===== src/rtl/lut_sweep_n.sv =====
// lut_sweep_n: serially loaded N-input LUT with a registered lookup and a full-table minterm-count sweep
module lut_sweep_n #(
  parameter int N = 6,
  parameter int DEPTH = 2**N
) (
  input  logic         clk,
  input  logic         rst,
  input  logic [N-1:0] in,
  input  logic         load,
  input  logic         load_bit,
  input  logic         start,
  output logic         y,
  output logic         busy,
  output logic         done,
  output logic [N:0]   ones_cnt
);
  typedef enum logic [1:0] {IDLE, SWEEP, DONE} state_t;
  state_t state, next_state;
  logic [DEPTH-1:0] tt;
  logic [N-1:0] idx;
  logic [N:0] acc, bit_ext;
  logic last, go, shift;
  assign bit_ext = {{N{1'b0}}, tt[idx]};
  assign last = &idx;
  assign shift = state == IDLE && load;
  // load takes priority over start; a colliding start is simply dropped
  assign go = state == IDLE && start && !load;
  always_ff @(posedge clk)
    if (rst) state <= IDLE;
    else state <= next_state;
  always_comb
    next_state = state == IDLE ? (go ? SWEEP : IDLE) :
                 state == SWEEP ? (last ? DONE : SWEEP) : IDLE;
  always_comb begin
    busy = state == SWEEP;
    done = state == DONE;
  end
  always_ff @(posedge clk)
    if (rst) begin
      tt <= '0;
      idx <= '0;
      acc <= '0;
      y <= 1'b0;
      ones_cnt <= '0;
    end else begin
      y <= tt[in];
      if (shift) tt <= {tt[DEPTH-2:0], load_bit};
      if (go) begin
        idx <= '0;
        acc <= '0;
      end
      if (state == SWEEP) begin
        acc <= acc + bit_ext;
        idx <= last ? '0 : idx + N'(1);
        if (last) ones_cnt <= acc + bit_ext;
      end
    end
endmodule

===== config.mk =====
export PLATFORM = sky130hd
export DESIGN_NAME = lut_sweep_n
export DESIGN_NICKNAME = d
export VERILOG_FILES = /design/src/rtl/lut_sweep_n.sv
export SDC_FILE = /design/constraint.sdc
export NUM_CORES = 1
export LEC_CHECK = 0
export CAP_MARGIN = 25
export CELL_PAD_IN_SITES_DETAIL_PLACEMENT = 0
export CELL_PAD_IN_SITES_GLOBAL_PLACEMENT = 2
export CORE_MARGIN = 10
export CORE_UTILIZATION = 34
export DETAILED_ROUTE_END_ITERATION = 8
export GPL_TIMING_DRIVEN = 1
export PLACE_DENSITY_LB_ADDON = 0.1
export SETUP_SLACK_MARGIN = 0.4
export SLEW_MARGIN = 20
export SYNTH_ARGS = -nofsm -noshare
export SYNTH_HDL_FRONTEND = slang
export SYNTH_SLANG_ARGS = --single-unit
export TNS_END_PERCENT = 10

===== constraint.sdc =====
create_clock -name clk -period 3 [get_ports clk]
set_input_delay 0.45 -clock clk [delete_from_list [all_inputs] [get_ports clk]]
set_output_delay 0.45 -clock clk [all_outputs]
set_load 0.02 [all_outputs]

==> flow_metrics.env, run 1 <==
export IMPL_grt_pass1_wl_um=19000
export IMPL_finalSetupViolations=0
export IMPL_syn_inst=473
export IMPL_switchingPower_mw=0.583
export IMPL_crit_required_ns=3.23
export IMPL_vias=3482
export IMPL_wl_per_cell_um=17.3
export IMPL_gr_total_overflow=0
export IMPL_worstSetupEndpointType="flop"
export IMPL_drt_iter0_drc=330
export IMPL_period_share=0.869
export IMPL_viasPerCell=5.24
export IMPL_globalplace_congestion=0.827
export IMPL_final_max_slew_viol_count=0
export IMPL_cts_sinks=87
export IMPL_min_delay_start="tt[54]$_SDFFE_PP0P_"
export IMPL_p_clk_frac=0.450
export IMPL_ios=21
export IMPL_worst_clock_skew_ns=0.00422
export IMPL_yosys_top_cells_area="dfxtp_1 41%, mux4_2 15%, nand2_1 12%, a21oi_1 8.5%, mux4_1 3.1%"
export IMPL_clockBufferDepth=2
export IMPL_max_vdd_ir_drop_mv=0.261
export IMPL_synth_top_area_share=0.410
export IMPL_cts_clk_slew_worst_paths_ns=0.06
export IMPL_ys_seq_area_frac=0.410
export IMPL_die_w_um=132
export IMPL_core_mm2=0.0121
export IMPL_switching_share=0.237
export IMPL_syn_num_nets=487
export IMPL_grt_pass1_vias=3422
export IMPL_internal_power_mw=1.88
export IMPL_relSlewSlack=0.416
export IMPL_yosys_area_top_type="dfxtp_1"
export IMPL_comb_power_share=0.076
export IMPL_start_util=0.350
export IMPL_drtPass1Iterations=4
export IMPL_ys_types=38
export IMPL_port_buffers=20
export IMPL_dpl_hpwl_um=7940
export IMPL_tightest_slew_ns=0.873
export IMPL_synthToLayoutAreaGrowth_pct=19.4
export IMPL_avgSynthCellArea_um2=8.97
export IMPL_fin_crit_ns=2.61
export IMPL_seqPwrFrac=0.474
export IMPL_start_kind="flop"
export IMPL_postRouteAntennaNets=0
export IMPL_final_nets=505
export IMPL_die_h_um=132
export IMPL_worstSetupPathType="reg -> reg"
export IMPL_grt_max_degree=43
export IMPL_synth_ff_latch_count=87
export IMPL_rsz0062_at_grt="yes"
export IMPL_critPathMaxFanout=6
export IMPL_row_count=40
export IMPL_hp_class="reg -> reg"
export IMPL_htreeDepth=3
export IMPL_cts_made_buffers=9
export IMPL_grt_usage=0.136
export IMPL_p_leak_nw=1.67
export IMPL_max_freq_mhz=384
export IMPL_cts_root_buf="clkbuf_16"
export IMPL_insertion_delay_ns=0.35
export IMPL_final_hold_viol_count=0
export IMPL_diodes=0
export IMPL_powerDensity_mw_per_mm2=486
export IMPL_report_power_total_mw=2.46
export IMPL_outcome="complete, no violations"
export IMPL_syn_cell_area_mm2=0.00424
export IMPL_drv_cap=0
export IMPL_rrSetupSlack_ns=0.39
export IMPL_routed_wl_um=11500
export IMPL_antenna_found_initial=0
export IMPL_startpoint="idx[0]$_SDFFE_PP0P_"
export IMPL_layout_drive_gt1_share=0.173
export IMPL_cp_arrival_ns=2.84
export IMPL_dieArea_mm2=0.0173
export IMPL_drc_errors=0
export IMPL_finalSetupTns_ns=0
export IMPL_cts_tree="done"
export IMPL_yosys_warnings=0
export IMPL_r2r_start="idx[0]$_SDFFE_PP0P_"
-- sequential cells by signal, indices dropped and copies added, names as in the netlist --
register and count:
tt 64, acc 7, y 1, state 2, ones_cnt 7, idx 6
-- Yosys cell counts --
cell type and n:
mux2i_1 13, o211ai_1 2, ha_1 3, buf_4 3, buf_1 4, o221ai_1 1
dfxtp_1 87, o21bai_1 1, a21oi_1 72, nand4b_1 1, nor3_1 2, a22oi_1 5
a211oi_1 10, xnor2_1 2, nor4_1 1, and3_1 1, buf_2 3, xor2_1 3
nor2_1 27, or2_2 1, nand2b_1 4, nand2_1 135, nand3b_1 3, o21ai_0 5
a31oi_1 1, a21o_1 2, a311oi_1 2, buf_6 1, nor2b_1 5, mux4_1 5
nand3_1 7, mux4_2 28, inv_1 1, clkbuf_1 27, and2_1 2, o22ai_1 1
inv_2 1, o41ai_1 1
-- placed cells by master (no fill, tap or decap), types with 2 or more instances in the layout --
cell type and n:
nand2_1 134, buf_12 2, a211oi_2 2, a211oi_1 8, a21oi_1 72, dfxtp_2 2, a21o_1 2, mux2i_1 13
o211ai_1 2, nor3_1 2, o21ai_0 3, mux4_2 28, mux4_1 5, nand3_1 6, nor2b_1 5, clkbuf_8 4
clkbuf_16 9, nand3b_1 3, clkinv_2 3, buf_4 22, xor2_1 3, a22oi_1 5, nor2_1 26, o21ai_1 2
dfxtp_1 84, nand2b_1 4, clkdlybuf4s50_1 19
-- power groups by stage --
stage          Combinational, mW  Sequential [mW]  Clock [mW]
2_1_floorplan              0.118             1.19           0
3_3_place_gp               0.180             1.19           0
3_5_place_dp               0.180             1.19           0
4_1_cts                    0.188             1.16        1.14
5_1_grt                    0.208             1.17        1.19
6_report                   0.188             1.17        1.11
-- through the flow --
| step | hold slack [ns] | setup WS [ns] | cell area, µm² | utilization | instances |
|---|---|---|---|---|---|
| 3_3_place_gp | 0.473 | 0.148 | 4650 | 0.384 | 642 |
| 4_1_cts | 0.488 | 0.390 | 5040 | 0.416 | 663 |
| 2_1_floorplan | 0.443 | 0.431 | 4260 | - | 473 |
| 5_1_grt | 0.514 | 0.258 | 5070 | 0.418 | 664 |
| 3_5_place_dp | 0.479 | 0.104 | 4650 | 0.384 | 642 |
| 6_report | 0.483 | 0.394 | 5070 | 0.418 | 664 |
-- worst max-delay path, stage by stage, from the launching register on --
cell and delay, ns:
dfxtp_4 0.36, buf_6 0.13, buf_4 0.13, buf_4 0.14, mux4_2 0.33, a211oi_2 0.07
o41ai_2 0.33, ha_2 0.27, ha_4 0.15, nand3_4 0.08, buf_4 0.15, a21o_1 0.16
a21oi_1 0.13, nor2_1 0.05
-- logic make-up after synthesis --
| group | share of synthesized area |
|---|---|
| adder cells (fa/ha/maj) | 0.00885 |
| buffers and inverters | 0.0407 |
| flip-flops | 0.410 |
| multiplexers | 0.210 |
| AO/OA/AOI/OAI | 0.137 |
| XOR/XNOR | 0.0103 |
| AND/OR/NAND/NOR | 0.182 |
-- final cells by class --
class	count	area [µm²]
Fill cell	1254	7050
Multi-Input combinational cell	346	2390
Sequential cell	87	1750
Timing Repair Buffer	45	412
Clock buffer	13	280
Tap cell	168	210
Clock inverter	3	15.0
Inverter	2	7.51
-- timing repair --
action | 4_1_cts | 5_1_grt
endpoints found under the setup margin | 6 | 9
pin swaps | 6 | 4
hold buffers | 0 | 0
resized for setup | 15 | 4
buffers inserted | 5 | 1
-- path summary, 6_finish.rpt --
check,to,depth (start not counted)
min reg2reg,tt[55]$_SDFFE_PP0P_,2
max,acc[4]$_SDFFE_PP0P_,13
min,tt[55]$_SDFFE_PP0P_,2
max reg2reg,acc[4]$_SDFFE_PP0P_,13
-- metal layers --
metal	global-route usage	wire [µm]
met1	0.169	5350
met2	0.223	5570
met3	0.0354	435
met4	0.0494	120
met5	0	0
No activity file was read; power rests on OpenSTA's default activity.
==> inputs of run 2 (changes only) <==
--- a/config.mk
+++ b/config.mk
@@ -9,8 +9,10 @@
 export CELL_PAD_IN_SITES_DETAIL_PLACEMENT = 0
 export CELL_PAD_IN_SITES_GLOBAL_PLACEMENT = 2
 export CORE_MARGIN = 10
-export CORE_UTILIZATION = 34
+export CORE_UTILIZATION = 36
+export CTS_BUF_LIST = sky130_fd_sc_hd__clkbuf_8 sky130_fd_sc_hd__clkbuf_16
 export DETAILED_ROUTE_END_ITERATION = 8
+export DONT_BUFFER_PORTS = 1
 export GPL_TIMING_DRIVEN = 1
 export PLACE_DENSITY_LB_ADDON = 0.1
 export SETUP_SLACK_MARGIN = 0.4
==> flow_metrics.env, run 2 (same netlist as run 1, synthesis figures left out) <==
export IMPL_dieArea_mm2=0.0165
export IMPL_cts_tree="done"
export IMPL_mostFrequentLayoutCells="134 x nand2_1, 86 x dfxtp_1, 72 x a21oi_1"
export IMPL_fin_crit_ns=2.70
export IMPL_max_freq_mhz=371
export IMPL_worst_clock_skew_ns=0.00581
export IMPL_grt_usage=0.135
export IMPL_start_kind="flop"
export IMPL_reg_top3="tt (64), acc (7), ones_cnt (7)"
export IMPL_ios=21
export IMPL_viasPerCell=5.48
export IMPL_worstSetupPathType="reg -> reg"
export IMPL_dp_cells=586
export IMPL_die_h_um=129
export IMPL_cts_made_buffers=9
export IMPL_multi_input_area_mm2=0.00241
export IMPL_drc_errors=0
export IMPL_cts_clk_slew_worst_paths_ns=0.06
export IMPL_diodes=0
export IMPL_synthToLayoutAreaGrowth_pct=11.9
export IMPL_worstSetupEndpointType="flop"
export IMPL_globalplace_congestion=0.762
export IMPL_port_buffers=0
export IMPL_wl_per_cell_um=17.5
export IMPL_insertion_delay_ns=0.34
export IMPL_hp_class="in -> reg"
export IMPL_rsz0062_at_grt="yes"
export IMPL_mostFrequentLayoutCell="nand2_1"
export IMPL_tightest_slew_ns=0.684
export IMPL_cts_sinks=87
export IMPL_final_nets=475
export IMPL_layout_drive_gt1_share=0.157
export IMPL_drv_cap=0
export IMPL_start_util=0.370
export IMPL_postRouteAntennaNets=0
export IMPL_antenna_found_initial=0
export IMPL_critPathMaxFanout=8
export IMPL_grt_max_degree=89
export IMPL_vias=3326
export IMPL_routed_wl_um=10600
export IMPL_die_w_um=129
export IMPL_cp_arrival_ns=2.94
export IMPL_grt_pass1_wl_um=17800
export IMPL_dpl_cell_area_mm2=0.00435
export IMPL_outcome="complete, no violations"
export IMPL_fill_cells=1166
export IMPL_row_count=39
export IMPL_final_max_slew_viol_count=0
export IMPL_preCtsSetupSlack_ns=0.0413
export IMPL_crit_required_ns=3.24
export IMPL_fin_cells=607
export IMPL_htreeDepth=3
export IMPL_clockBufferDepth=2
export IMPL_relSlewSlack=0.544
export IMPL_final_hold_viol_count=0
export IMPL_p_leak_nw=1.53
export IMPL_final_cell_area_mm2=0.00475
export IMPL_period_share=0.899
export IMPL_holdWs_ns=0.172
export IMPL_gr_total_overflow=0
export IMPL_drtPass1Iterations=4
export IMPL_regArea_mm2=0.00175
export IMPL_finalSetupViolations=0
export IMPL_core_mm2=0.0115
export IMPL_cts_root_buf="clkbuf_16"
export IMPL_dpl_hpwl_um=6750
export IMPL_drt_iter0_drc=205
export IMPL_worst_slack_ns=0.304
export IMPL_grt_pass1_vias=3194
export IMPL_top_register="tt"
export IMPL_finalSetupTns_ns=0
export IMPL_largest_reg_flops=64
export IMPL_powerDensity_mw_per_mm2=489
export IMPL_max_vdd_ir_drop_mv=0.431
-- run 2: cell types whose count changed in the layout (fill, tap and decap cells not counted), sizes merged --
cell	change
clkinv	-2
clkbuf	-2
buf	-11
inv	+2
clkdlybuf4s50	-19
-- run 2: per-layer routing --
layer	part of all wire	GRT usage	wire length, µm
met2	0.47	0.206	4980
met4	0.015	0.0413	161
met3	0.050	0.0456	535
met5	0	0	0
met1	0.47	0.176	4960
-- run 2: layout make-up --
type	instances	area share
clock buffers	11	0.0532
clock inverters	3	0.00263
inverters	2	0.00158
multi-input cells	346	0.508
flip-flops and latches	87	0.367
well taps	143	0.0377
repair buffers	15	0.0298
-- run 2: worst paths after layout --
path | from | to | slack (ns) | depth (start not counted)
min reg2reg | tt[50]$_SDFFE_PP0P_ | tt[51]$_SDFFE_PP0P_ | 0.48 | 2
min | rst | tt[5]$_SDFFE_PP0P_ | 0.17 | 1
max reg2reg | idx[0]$_SDFFE_PP0P_ | acc[4]$_SDFFE_PP0P_ | 0.30 | 13
max | idx[0]$_SDFFE_PP0P_ | acc[4]$_SDFFE_PP0P_ | 0.30 | 13
-- run 2: per-stage QoR --
step / utilization / power (mW)
2_1_floorplan: - / 1.31
6_report: 0.414 / 2.32
5_1_grt: 0.414 / 2.41
4_1_cts: 0.411 / 2.36
3_3_place_gp: 0.380 / 1.31
3_5_place_dp: 0.380 / 1.31
-- run 2: timing repair --
item | in CTS | in global routing
hold buffers | 0 | 0
cloned | 0 | 0
setup buffers | 5 | 2
gates resized for setup | 13 | 6
endpoints found under the setup margin | 11 | 9
pin swaps | 6 | 6
-- run 2: where the power goes --
group          switching (mW)  leakage (nW)  internal, mW  total [mW]
Sequential            0.00583         0.702          1.16        1.17
Combinational          0.0761         0.690        0.0505       0.127
Clock                   0.442         0.140         0.590        1.03
Total                   0.524          1.53          1.80        2.32
-- run 2: worst max-delay path, stage by stage, from the launching register on --
cell      delay [ns]
dfxtp_4         0.35
buf_12          0.13
mux4_2          0.33
mux2i_1         0.07
o21ai_1         0.18
a311oi_2        0.08
o41ai_2         0.39
ha_2            0.30
ha_4            0.15
nand3_4         0.09
buf_4           0.16
a21o_1          0.16
a21oi_1         0.13
nor2_1          0.05
